<file path="config.mk">
export PLATFORM = sky130hd
export DESIGN_NAME = add_share_arb
export DESIGN_NICKNAME = d
export VERILOG_FILES = /design/src/rtl/add_share_arb.sv
export SDC_FILE = /design/constraint.sdc
export NUM_CORES = 1
export LEC_CHECK = 0
export ABC_CLOCK_PERIOD_IN_PS = 4900
export BUFFER_PORTS_ARGS = -buffer_cell sky130_fd_sc_hd__buf_4
export CORE_AREA = 2 2 83 85
export CTS_BUF_LIST = sky130_fd_sc_hd__clkbuf_4 sky130_fd_sc_hd__clkbuf_8
export CTS_CLUSTER_DIAMETER = 200
export DETAILED_ROUTE_END_ITERATION = 12
export DIE_AREA = 0 0 85 87
export PLACE_DENSITY = 0.68
export SYNTH_ARGS = -nofsm -noshare
export SYNTH_HDL_FRONTEND = slang
export SYNTH_SLANG_ARGS = --single-unit
</file>
<file path="constraint.sdc">
create_clock -name clk -period 4.9 [get_ports clk]
set_input_delay 0.49 -clock clk [delete_from_list [all_inputs] [get_ports clk]]
set_output_delay 0.49 -clock clk [all_outputs]
set_load 0.01 [all_outputs]
</file>
<file path="src/rtl/add_share_arb.sv">
// -----------------------------------------------------------------------------
// add_share_arb
//
// Purpose
//   Round-robin arbiter that time-shares one external registered adder
//   (DW-bit operands, DW+1-bit sum, one-cycle latency) among N_REQ requesters
//   in the PID datapath. One operand pair is accepted per cycle. The winner's
//   operands are steered onto the adder inputs. The sum coming back one cycle
//   later is tagged with the originating requester and strobed out.
//
// Handshake
//   req_valid[i] and req_ready[i] form a valid/ready pair. A transfer happens
//   in any cycle where both are high. req_ready is at most one-hot and is a
//   combinational function of req_valid, arb_en, rst and the round-robin
//   pointer. A requester must hold valid and its operands stable until it sees
//   ready. Responses have no backpressure: rsp_valid[i] is a single-cycle
//   strobe that must be consumed in the cycle it is asserted.
//
// Parameters
//   N_REQ  number of requesters (2..8)
//   DW     operand width; the sum is DW+1 bits
//   IDW    requester index width, equal to clog2(N_REQ)
//
// Ports
//   clk        in   system clock, rising edge
//   rst        in   synchronous active-high reset
//   arb_en     in   grant enable; low blocks new grants
//   req_valid  in   [N_REQ]      per-requester operand-pair valid
//   req_a      in   [N_REQ*DW]   operand A, requester i at [i*DW +: DW]
//   req_b      in   [N_REQ*DW]   operand B, same packing
//   req_ready  out  [N_REQ]      one-hot grant
//   add_a      out  [DW]         to shared adder input a
//   add_b      out  [DW]         to shared adder input b
//   add_s      in   [DW+1]       registered sum from the shared adder
//   rsp_valid  out  [N_REQ]      one-hot result strobe
//   rsp_sum    out  [DW+1]       result, zero when no result is presented
//   rsp_id     out  [IDW]        index of the requester owning rsp_sum
//   busy       out  1            high while a result is in flight
//
// Configuration
//   ADD_SHARE_ARB_PRIO0_EN  when defined, requester 0 has fixed absolute
//                           priority and its grants leave the round-robin
//                           pointer untouched. Undefined: pure round-robin.
//
// The shared adder's active-low reset is expected to be tied to ~rst at the
// level that instantiates both this arbiter and the adder.
// -----------------------------------------------------------------------------
module add_share_arb #(
  parameter int N_REQ = 4,
  parameter int DW    = 16,
  parameter int IDW   = 2
) (
  input  logic                clk,
  input  logic                rst,
  input  logic                arb_en,
  input  logic [N_REQ-1:0]    req_valid,
  input  logic [N_REQ*DW-1:0] req_a,
  input  logic [N_REQ*DW-1:0] req_b,
  output logic [N_REQ-1:0]    req_ready,
  output logic [DW-1:0]       add_a,
  output logic [DW-1:0]       add_b,
  input  logic [DW:0]         add_s,
  output logic [N_REQ-1:0]    rsp_valid,
  output logic [DW:0]         rsp_sum,
  output logic [IDW-1:0]      rsp_id,
  output logic                busy
);

  // ---------------------------------------------------------------------------
  // State
  // ---------------------------------------------------------------------------
  logic [IDW-1:0] rr_ptr_q, rr_ptr_d;   // first requester searched next cycle
  logic           fl_vld_q, fl_vld_d;   // a sum is emerging from the adder
  logic [IDW-1:0] fl_id_q,  fl_id_d;    // owner of the emerging sum

  // ---------------------------------------------------------------------------
  // Grant selection
  // ---------------------------------------------------------------------------
  logic           grant_vld;
  logic [IDW-1:0] grant_idx;
  logic           prio_hit;    // grant taken by the fixed-priority requester
  logic [IDW:0]   pos;         // one extra bit so rr_ptr + k cannot overflow

  always_comb begin
    grant_vld = 1'b0;
    grant_idx = '0;
    prio_hit  = 1'b0;
    pos       = '0;
    if (!rst && arb_en) begin
`ifdef ADD_SHARE_ARB_PRIO0_EN
      prio_hit = req_valid[0];
`else
      prio_hit = 1'b0;
`endif
      if (prio_hit) begin
        grant_vld = 1'b1;
        grant_idx = '0;
      end else begin
        // Walk N_REQ slots starting at rr_ptr, wrapping modulo N_REQ; the
        // first valid requester found wins.
        for (int k = 0; k < N_REQ; k++) begin
          pos = {1'b0, rr_ptr_q} + (IDW+1)'(k);
          if (pos >= (IDW+1)'(N_REQ)) begin
            pos = pos - (IDW+1)'(N_REQ);
          end
          if (!grant_vld && req_valid[pos[IDW-1:0]]) begin
            grant_vld = 1'b1;
            grant_idx = pos[IDW-1:0];
          end
        end
      end
    end
  end

  // One-hot ready decoded from the winning index.
  always_comb begin
    req_ready = '0;
    for (int i = 0; i < N_REQ; i++) begin
      if (grant_vld && (grant_idx == IDW'(i))) begin
        req_ready[i] = 1'b1;
      end
    end
  end

  // ---------------------------------------------------------------------------
  // Operand mux: idle cycles drive zero so the adder inputs do not toggle.
  // ---------------------------------------------------------------------------
  always_comb begin
    add_a = '0;
    add_b = '0;
    if (grant_vld) begin
      add_a = req_a[grant_idx*DW +: DW];
      add_b = req_b[grant_idx*DW +: DW];
    end
  end

  // ---------------------------------------------------------------------------
  // Next state
  // ---------------------------------------------------------------------------
  always_comb begin
    rr_ptr_d = rr_ptr_q;
    fl_vld_d = grant_vld;
    fl_id_d  = fl_id_q;
    if (grant_vld) begin
      fl_id_d = grant_idx;
      // A fixed-priority grant does not consume a round-robin turn.
      if (!prio_hit) begin
        if (grant_idx == IDW'(N_REQ-1)) begin
          rr_ptr_d = '0;
        end else begin
          rr_ptr_d = grant_idx + IDW'(1);
        end
      end
    end
  end

  always_ff @(posedge clk) begin
    if (rst) begin
      rr_ptr_q <= '0;
      fl_vld_q <= 1'b0;
      fl_id_q  <= '0;
    end else begin
      rr_ptr_q <= rr_ptr_d;
      fl_vld_q <= fl_vld_d;
      fl_id_q  <= fl_id_d;
    end
  end

  // ---------------------------------------------------------------------------
  // Response path. Outputs are forced quiet while rst is high so a result in
  // flight when reset arrives is never presented, not even in the reset cycle.
  // ---------------------------------------------------------------------------
  logic rsp_live;
  assign rsp_live = fl_vld_q && !rst;

  always_comb begin
    rsp_valid = '0;
    for (int i = 0; i < N_REQ; i++) begin
      if (rsp_live && (fl_id_q == IDW'(i))) begin
        rsp_valid[i] = 1'b1;
      end
    end
  end

  assign rsp_sum = rsp_live ? add_s : '0;
  assign rsp_id  = rst ? '0 : fl_id_q;
  assign busy    = rsp_live;

endmodule

</file>
==> impl_metrics.csv, run 1 <==
group,metric,value,unit
global_routing,grt_overflow_total,0,
sta,max_freq,0.270,GHz
routing,drt-total-wl,8980,um
yosys,synth_nets,455,
routing,wire_per_inst,16.0,um
global_routing,grt_max_degree,75,
setup_path,cpMostUsedCell,"buf_4",
floorplan,core_region_area,6570,um2
sta,final_hold_viol_count,0,
flow_run,drv_cap,0,
min_path,hp-class,"reg -> reg",
cts,h-tree-depth,1,
final_layout,drive_gt1_share,47.6,%
routing,dr.pass1.iters,6,
floorplan,ios,212,
cts,clock_sinks,5,
sta,timing.setup.tns,0,ps
sta,worstMarginPinSlew,1080,ps
yosys,synth_cell_type_count,25,
setup_path,path_delay_family,"compound AO/OA/AOI/OAI gates",
placement,place_congestion,0.788,
cts,postCtsSetupBuffers,0,
power,max-vdd-ir-drop,0.000123,V
floorplan,rows,30,
setup_path,path_cells,"nand2_1 > a311oi_4 > or2_2 > buf_4 > nand3_1 > a31oi_1 > buf_4",
sta,rsz0062_at_grt,"no",
cts,clock_latency,230,ps
power,pwr_density_cell,132,nW/um2
yosys,synth_flop_cell,"dfxtp_1",
cts,cts_buffer_depth,2,
final_layout,fillers,691,
setup_path,crit_fanout,36,
setup_path,cp_data_arrival_time,3210,ps
routing,wirelength_met1,3340,um
final_layout,insertedDiodeCount,0,
sta,layout_min_cycle_time,3700,ps
cts,cts_tree,"yes",
global_routing,grt_pass1_wl,14000,um
yosys,synth_cells,299,
routing,met3_wirelength,898,um
global_routing,antenna_found_initial,0,
power,p_leak,1.60,nW
routing,wl_met2,4560,um
global_routing,grt_use_total,22.7,%
setup_path,end_kind,"primary output",
routing,highest_layer,"met4",
sta,slew_headroom,27.8,%
setup_path,cp.required,4410,ps
yosys,synth.most_common_cell,"nand3_1",
yosys,ys_top_cells_by_area,"nand3_1 19%, a311oi_1 16%, a31oi_1 12%",
floorplan,die_w,85,um
floorplan,die_h,87,um
routing,vias,3060,
cts,holdBufCountCts,0,
yosys,synthTopCellsByCount,"64 x nand3_1, 38 x nand2_1, 32 x a311oi_1, 32 x a31oi_1, 32 x nor3_1",
setup_path,worst-path-stages,7,
yosys,ys.warnings.count,0,
yosys,ys_ff_latch,5,
yosys,synth_edf_count,0,
sta,slew_violations,0,
setup_path,worst_path_largest_cell_delay,760,ps
sta,period_share,75.5,%
yosys,syn_avg_cell_area,5.78,um2
setup_path,slowest_stage,"a311oi_4",
cts,postCtsResizedCells,0,
yosys,synth_top_area_share,18.5,%
floorplan,start_util,26.3,%
sta,finalSetupViolCount,0,
setup_path,reg2regPathDepth,8,
setup_path,rr_startpoint,"rr_ptr_q[1]",
setup_path,critPathBufInv,2,
yosys,yosys.area.top_type,"nand3_1",
placement,dp_hpwl,6780,um
setup_path,startpoint_type,"register",
setup_path,path_class,"reg -> out",
cts,clk_pin_slew,40,ps
setup_path,crit_start,"rr_ptr_q[1]",
status,status,"finished clean",
cts,cts_buffers,3,
final_layout,syn2layout_area_growth,97.3,%
final_layout,multiInputGateArea,1500,um2
min_path,hp-start,"fl_id_q[0]",
yosys,yosysSeqAreaShare,5.79,%
routing,route.detailed.drc,0,
floorplan,dieArea,7400,um2
placement,portBuffers,211,
setup_path,r2r_end,"rr_ptr_q[1]",
routing,ant_nets,0,
global_routing,grt_pass1_vias,2950,
setup_path,endpoint,"add_b[14]",
yosys,synth-async-reset-ratio,0,%
setup_path,reg2reg_setup_slack,2330,ps
sta,skew,2.34,ps
yosys,syn_area,1730,um2
final_layout,regArea,100,um2
final_layout,fin_util,51.9,%
routing,vias_per_cell,5.45,
routing,drtIter0Drc,95,
cts,cts_root_buf,"clkbuf_8",
final_layout,fin_nets,638,
cell usage in the layout (no fill, tap or decap), types with 2 or more instances in the layout:
cell / Yosys / routed
nor3_1: 32 / 32
nand3_1: 64 / 64
nor2b_1: 4 / 3
and2_1: 21 / 21
inv_1: 6 / 6
a311oi_1: 32 / 32
nand2b_1: 2 / 2
nand2_1: 38 / 38
o21ai_0: 4 / 4
ha_1: 4 / 4
a31oi_1: 32 / 32
nor3b_1: 2 / 2
dfxtp_1: 5 / 5
nor2_1: 4 / 3
clkbuf_8: 0 / 3
buf_4: 1 / 218
sequential cells by signal (all words and copies together) (netlist names):
register,count
fl_id_q,2
rr_ptr_q,2
fl_vld_q,1
where the power goes:
group / internal, mW / total (mW) / switching [mW]
Sequential: 0.0444 / 0.0483 / 0.00386
Clock: 0.0617 / 0.0855 / 0.0238
Combinational: 0.162 / 0.318 / 0.156
Total: 0.268 / 0.452 / 0.184
layout make-up:
class | instances | area share (%)
Tap cell | 80 | 2.93
Sequential cell | 5 | 2.93
Inverter | 6 | 0.660
Multi-Input combinational cell | 248 | 44.1
Clock buffer | 4 | 1.43
Timing Repair Buffer | 218 | 48.0
per-layer routing:
layer	vias to the layer above	global-route usage (%)
li1	1495	-
met1	1380	25.9
met2	170	41.5
met3	15	6.07
met4	0	6.49
met5	-	0
worst register-to-register path: stages (launching register included):
cell,delay [ps]
dfxtp_1,490
nand2_1,150
a311oi_4,760
nor2_2,310
nand2_1,220
inv_1,80
ha_1,270
nand2_1,60
o21ai_0,80
cells by family (layout without fill, tap and decap cells):
| group | Yosys count | count (layout) | synth area share [%] |
|---|---|---|---|
| adders and majority gates | 4 | 4 | 2.89 |
| AOI/OAI and AO/OA | 74 | 74 | 31.8 |
| DFF | 5 | 5 | 5.79 |
| and+or+nand+nor | 170 | 170 | 48.8 |
| buffers and inverters | 46 | 228 | 10.8 |
stage by stage:
| stage | cell area (um2) | power (mW) | setup WS (ps) | cells | hold slack (ps) |
|---|---|---|---|---|---|
| 6_report | 3410 | 0.452 | 1200 | 561 | 517 |
| 5_1_grt | 3410 | 0.487 | 952 | 561 | 577 |
| 4_1_cts | 3410 | 0.455 | 1160 | 561 | 522 |
| 3_5_place_dp | 3360 | 0.367 | 1290 | 557 | 514 |
| 3_3_place_gp | 3360 | 0.365 | 1330 | 557 | 502 |
| 2_1_floorplan | 1730 | 0.188 | 2530 | 299 | 480 |
worst min-delay path by stage:
stage | to | slack [ps] | depth (start not counted)
2_1_floorplan | fl_id_q[0] | 480 | 2
3_3_place_gp | fl_id_q[0] | 500 | 2
3_5_place_dp | fl_id_q[0] | 510 | 2
4_1_cts | fl_id_q[0] | 520 | 2
5_1_grt | fl_id_q[0] | 580 | 2
6_report | fl_id_q[0] | 520 | 2
(Power assumes the default switching activity.)
==> inputs of run 2 (changes only) <==
ABC_AREA = 1   (was default)
ABC_CLOCK_PERIOD_IN_PS = 3100   (was 4900)
CORE_AREA = default   (was 2 2 83 85)
CORE_UTILIZATION = 35   (was default)
DIE_AREA = default   (was 0 0 85 87)
PLACE_DENSITY = 0.8   (was 0.68)
clock period = 3.1 ns   (was 4.9 ns; I/O delays follow)
==> run 2 against run 1 <==
- via count increased by 16%
- design area increased by 13%
- combinational power increased to 2.6 times the previous value
- sequential share of layout area decreased by 0.30 points
- sequential cell count unchanged
- wire length decreased by 1.2%
- synthesized area increased by 31%
- sequential power increased by 83%
- core utilization increased by 11 points
- total power increased by 130%
==> impl_metrics.csv, run 2 <==
group,metric,value,unit
status,status,"finished clean",
yosys,synth_edf_count,0,
setup_path,startpoint_type,"register",
yosys,ys_ff_latch,5,
final_layout,syn2layout_area_growth,69.6,%
power,max-vdd-ir-drop,0.000153,V
cts,h-tree-depth,1,
sta,slew_violations,0,
setup_path,r2r_end,"rr_ptr_q[1]",
routing,wire_per_inst,11.7,um
sta,worstMarginPinSlew,652,ps
setup_path,cp.required,2790,ps
setup_path,path_class,"reg -> out",
min_path,worstHoldPathCells,4,
placement,place_congestion,0.797,
routing,ant_nets,0,
routing,route.detailed.drc,0,
final_layout,layout_common_cells,"216 x buf_4, 199 x nand2_1, 101 x nand3_1",
placement,dp_hpwl,6890,um
power,seqPwrFrac,8.4,%
min_path,whs_endpoint,"fl_id_q[1]",
setup_path,cp_data_arrival_time,2460,ps
yosys,synth_top_area_share,33.1,%
sta,final_hold_viol_count,0,
yosys,synth-async-reset-ratio,0,%
cts,cts_buffers,3,
setup_path,crit_fanout,21,
cts,clk_pin_slew,40,ps
floorplan,core_region_area,6100,um2
flow_run,drv_cap,0,
cts,cts_buffer_depth,2,
placement,postPlaceCellArea,3790,um2
routing,vias_per_cell,4.68,
routing,drtIter0Drc,95,
placement,portBuffers,211,
cts,clock_latency,230,ps
global_routing,grt_max_degree,67,
final_layout,insertedDiodeCount,0,
sta,slew_headroom,56.4,%
setup_path,reg2regPathDepth,14,
power,p_int,0.532,mW
global_routing,antenna_found_initial,0,
cts,clock_sinks,5,
cts,cts_tree,"yes",
floorplan,die_h,82.5,um
sta,layout_min_cycle_time,2770,ps
floorplan,start_util,37.2,%
final_layout,fin_cells,759,
setup_path,end_kind,"primary output",
global_routing,grt_pass1_wl,13000,um
cts,holdBufCountCts,0,
sta,rsz0062_at_grt,"no",
yosys,yosysSeqAreaShare,4.42,%
yosys,syn_area,2270,um2
yosys,ys_top_cells_by_area,"nand2_1 33%, nand3_1 22%, inv_1 16%",
min_path,hp-class,"in -> reg",
sta,period_share,89.3,%
routing,drt-total-wl,8870,um
final_layout,reg.largest.list,"fl_id_q x2, rr_ptr_q x2, fl_vld_q x1",
power,p_comb_share,78.8,%
yosys,yosys.area.top_type,"nand2_1",
sta,timing.setup.tns,0,ps
placement,place_inst,755,
final_layout,final_common_cell,"buf_4",
routing,vias,3555,
global_routing,grt_use_total,24.0,%
final_layout,drive_gt1_share,35.5,%
yosys,ys.warnings.count,0,
power,p_clk_share,12.9,%
power,p_leak,2.63,nW
yosys,synth_cell_type_count,20,
final_layout,fin_nets,841,
yosys,syn_avg_cell_area,4.61,um2
power,pwr_density_cell,275,nW/um2
sta,skew,1.08,ps
yosys,synth_nets,648,
sta,max_freq,0.361,GHz
power,switchingPower,0.525,mW
global_routing,grt_overflow_total,0,
floorplan,dieArea,6800,um2
yosys,synth_cells,492,
power,p_sw_share,49.6,%
setup_path,reg2reg_setup_slack,770,ps
floorplan,die_w,82.5,um
yosys,synth_flop_cell,"dfxtp_1",
yosys,synth.most_common_cell,"nand2_1",
floorplan,ios,212,
global_routing,grt_pass1_vias,3170,
floorplan,rows,28,
cts,postCtsSetupBuffers,0,
final_layout,finalInstanceArea,3850,um2
cts,cts_root_buf,"clkbuf_8",
sta,finalSetupViolCount,0,
routing,dr.pass1.iters,5,
min_path,hp-start,"rst",
yosys,synthTopCellsByCount,"200 x nand2_1, 101 x nand3_1, 97 x inv_1",
setup_path,rr_startpoint,"rr_ptr_q[0]",
[run 2: cell types whose count changed after synthesis, moves of 29 or more]
cell / previous run / this run
a31oi_1: 32 / 0
clkbuf_1: 31 / 2
a311oi_1: 32 / 0
inv_1: 6 / 97
nand2_1: 38 / 200
nand3_1: 64 / 101
[run 2: repair_timing]
action / 4_1_cts / 5_1_grt
resized for setup: 0 / 2
endpoints found under the setup margin: 0 / 32
hold endpoints to repair: 0 / 0
[run 2: final cells by class]
cell class                      count  area, um2
Fill cell                         588       2250
Tap cell                           75       93.8
Inverter                          104        390
Timing Repair Buffer              218       1650
Multi-Input combinational cell    353       1560
Clock buffer                        4       48.8
Sequential cell                     5        101
[run 2: worst max path at each step]
stage	startpoint	endpoint
4_1_cts	rr_ptr_q[0]	add_a[15]
2_1_floorplan	rr_ptr_q[0]	req_ready[3]
3_5_place_dp	rr_ptr_q[0]	add_a[15]
3_3_place_gp	rr_ptr_q[0]	add_a[15]
5_1_grt	rr_ptr_q[0]	add_b[14]
6_report	rr_ptr_q[0]	add_a[15]
[run 2: worst max-delay path: stages (launching register included)]
cell and delay, ps:
dfxtp_2 430, inv_2 110, nand2_1 90, nand2_2 90
nand2_2 90, nand2_2 60, nor2_4 120, nand3_1 80
nand3_1 110, nand2_1 140, inv_2 240, buf_4 310
nand3_1 130, nand2_1 90, buf_4 120
[run 2: layer usage]
metal	vias up	track usage [%]	share of wire [%]
li1	1847	-	-
met1	1540	23.6	37
met2	156	48.3	53
met3	12	5.82	9.2
met4	0	7.72	1.2
met5	-	0	0
[run 2: cell families (layout without fill, tap and decap cells)]
kind of cell	after synthesis	in the layout	share of synthesized area [%]
buffers and inverters	134	326	26.9
adder cells (fa/ha/maj)	4	4	2.21
flip-flops	5	5	4.42
AO/OA/AOI/OAI	6	6	1.49
AND/OR/NAND/NOR	343	343	65.0
[run 2: power by group through the flow]
stage,clock [mW],combinational (mW),sequential [mW]
3_3_place_gp,0,0.818,0.0873
4_1_cts,0.135,0.833,0.0872
6_report,0.136,0.832,0.0884
2_1_floorplan,0,0.525,0.0818
5_1_grt,0.142,0.926,0.0905
3_5_place_dp,0,0.830,0.0886
[run 2: metrics by stage]
stage | util (%) | total power, mW | hold slack, ps | worst slack [ps]
after CTS | 63.0 | 1.06 | 377 | 130
final | 63.1 | 1.06 | 376 | 332
after floorplan | - | 0.607 | 492 | 1020
after global routing | 63.1 | 1.16 | 399 | 78.5
after detailed placement | 62.2 | 0.919 | 593 | 353
after global placement | 62.2 | 0.905 | 586 | 442
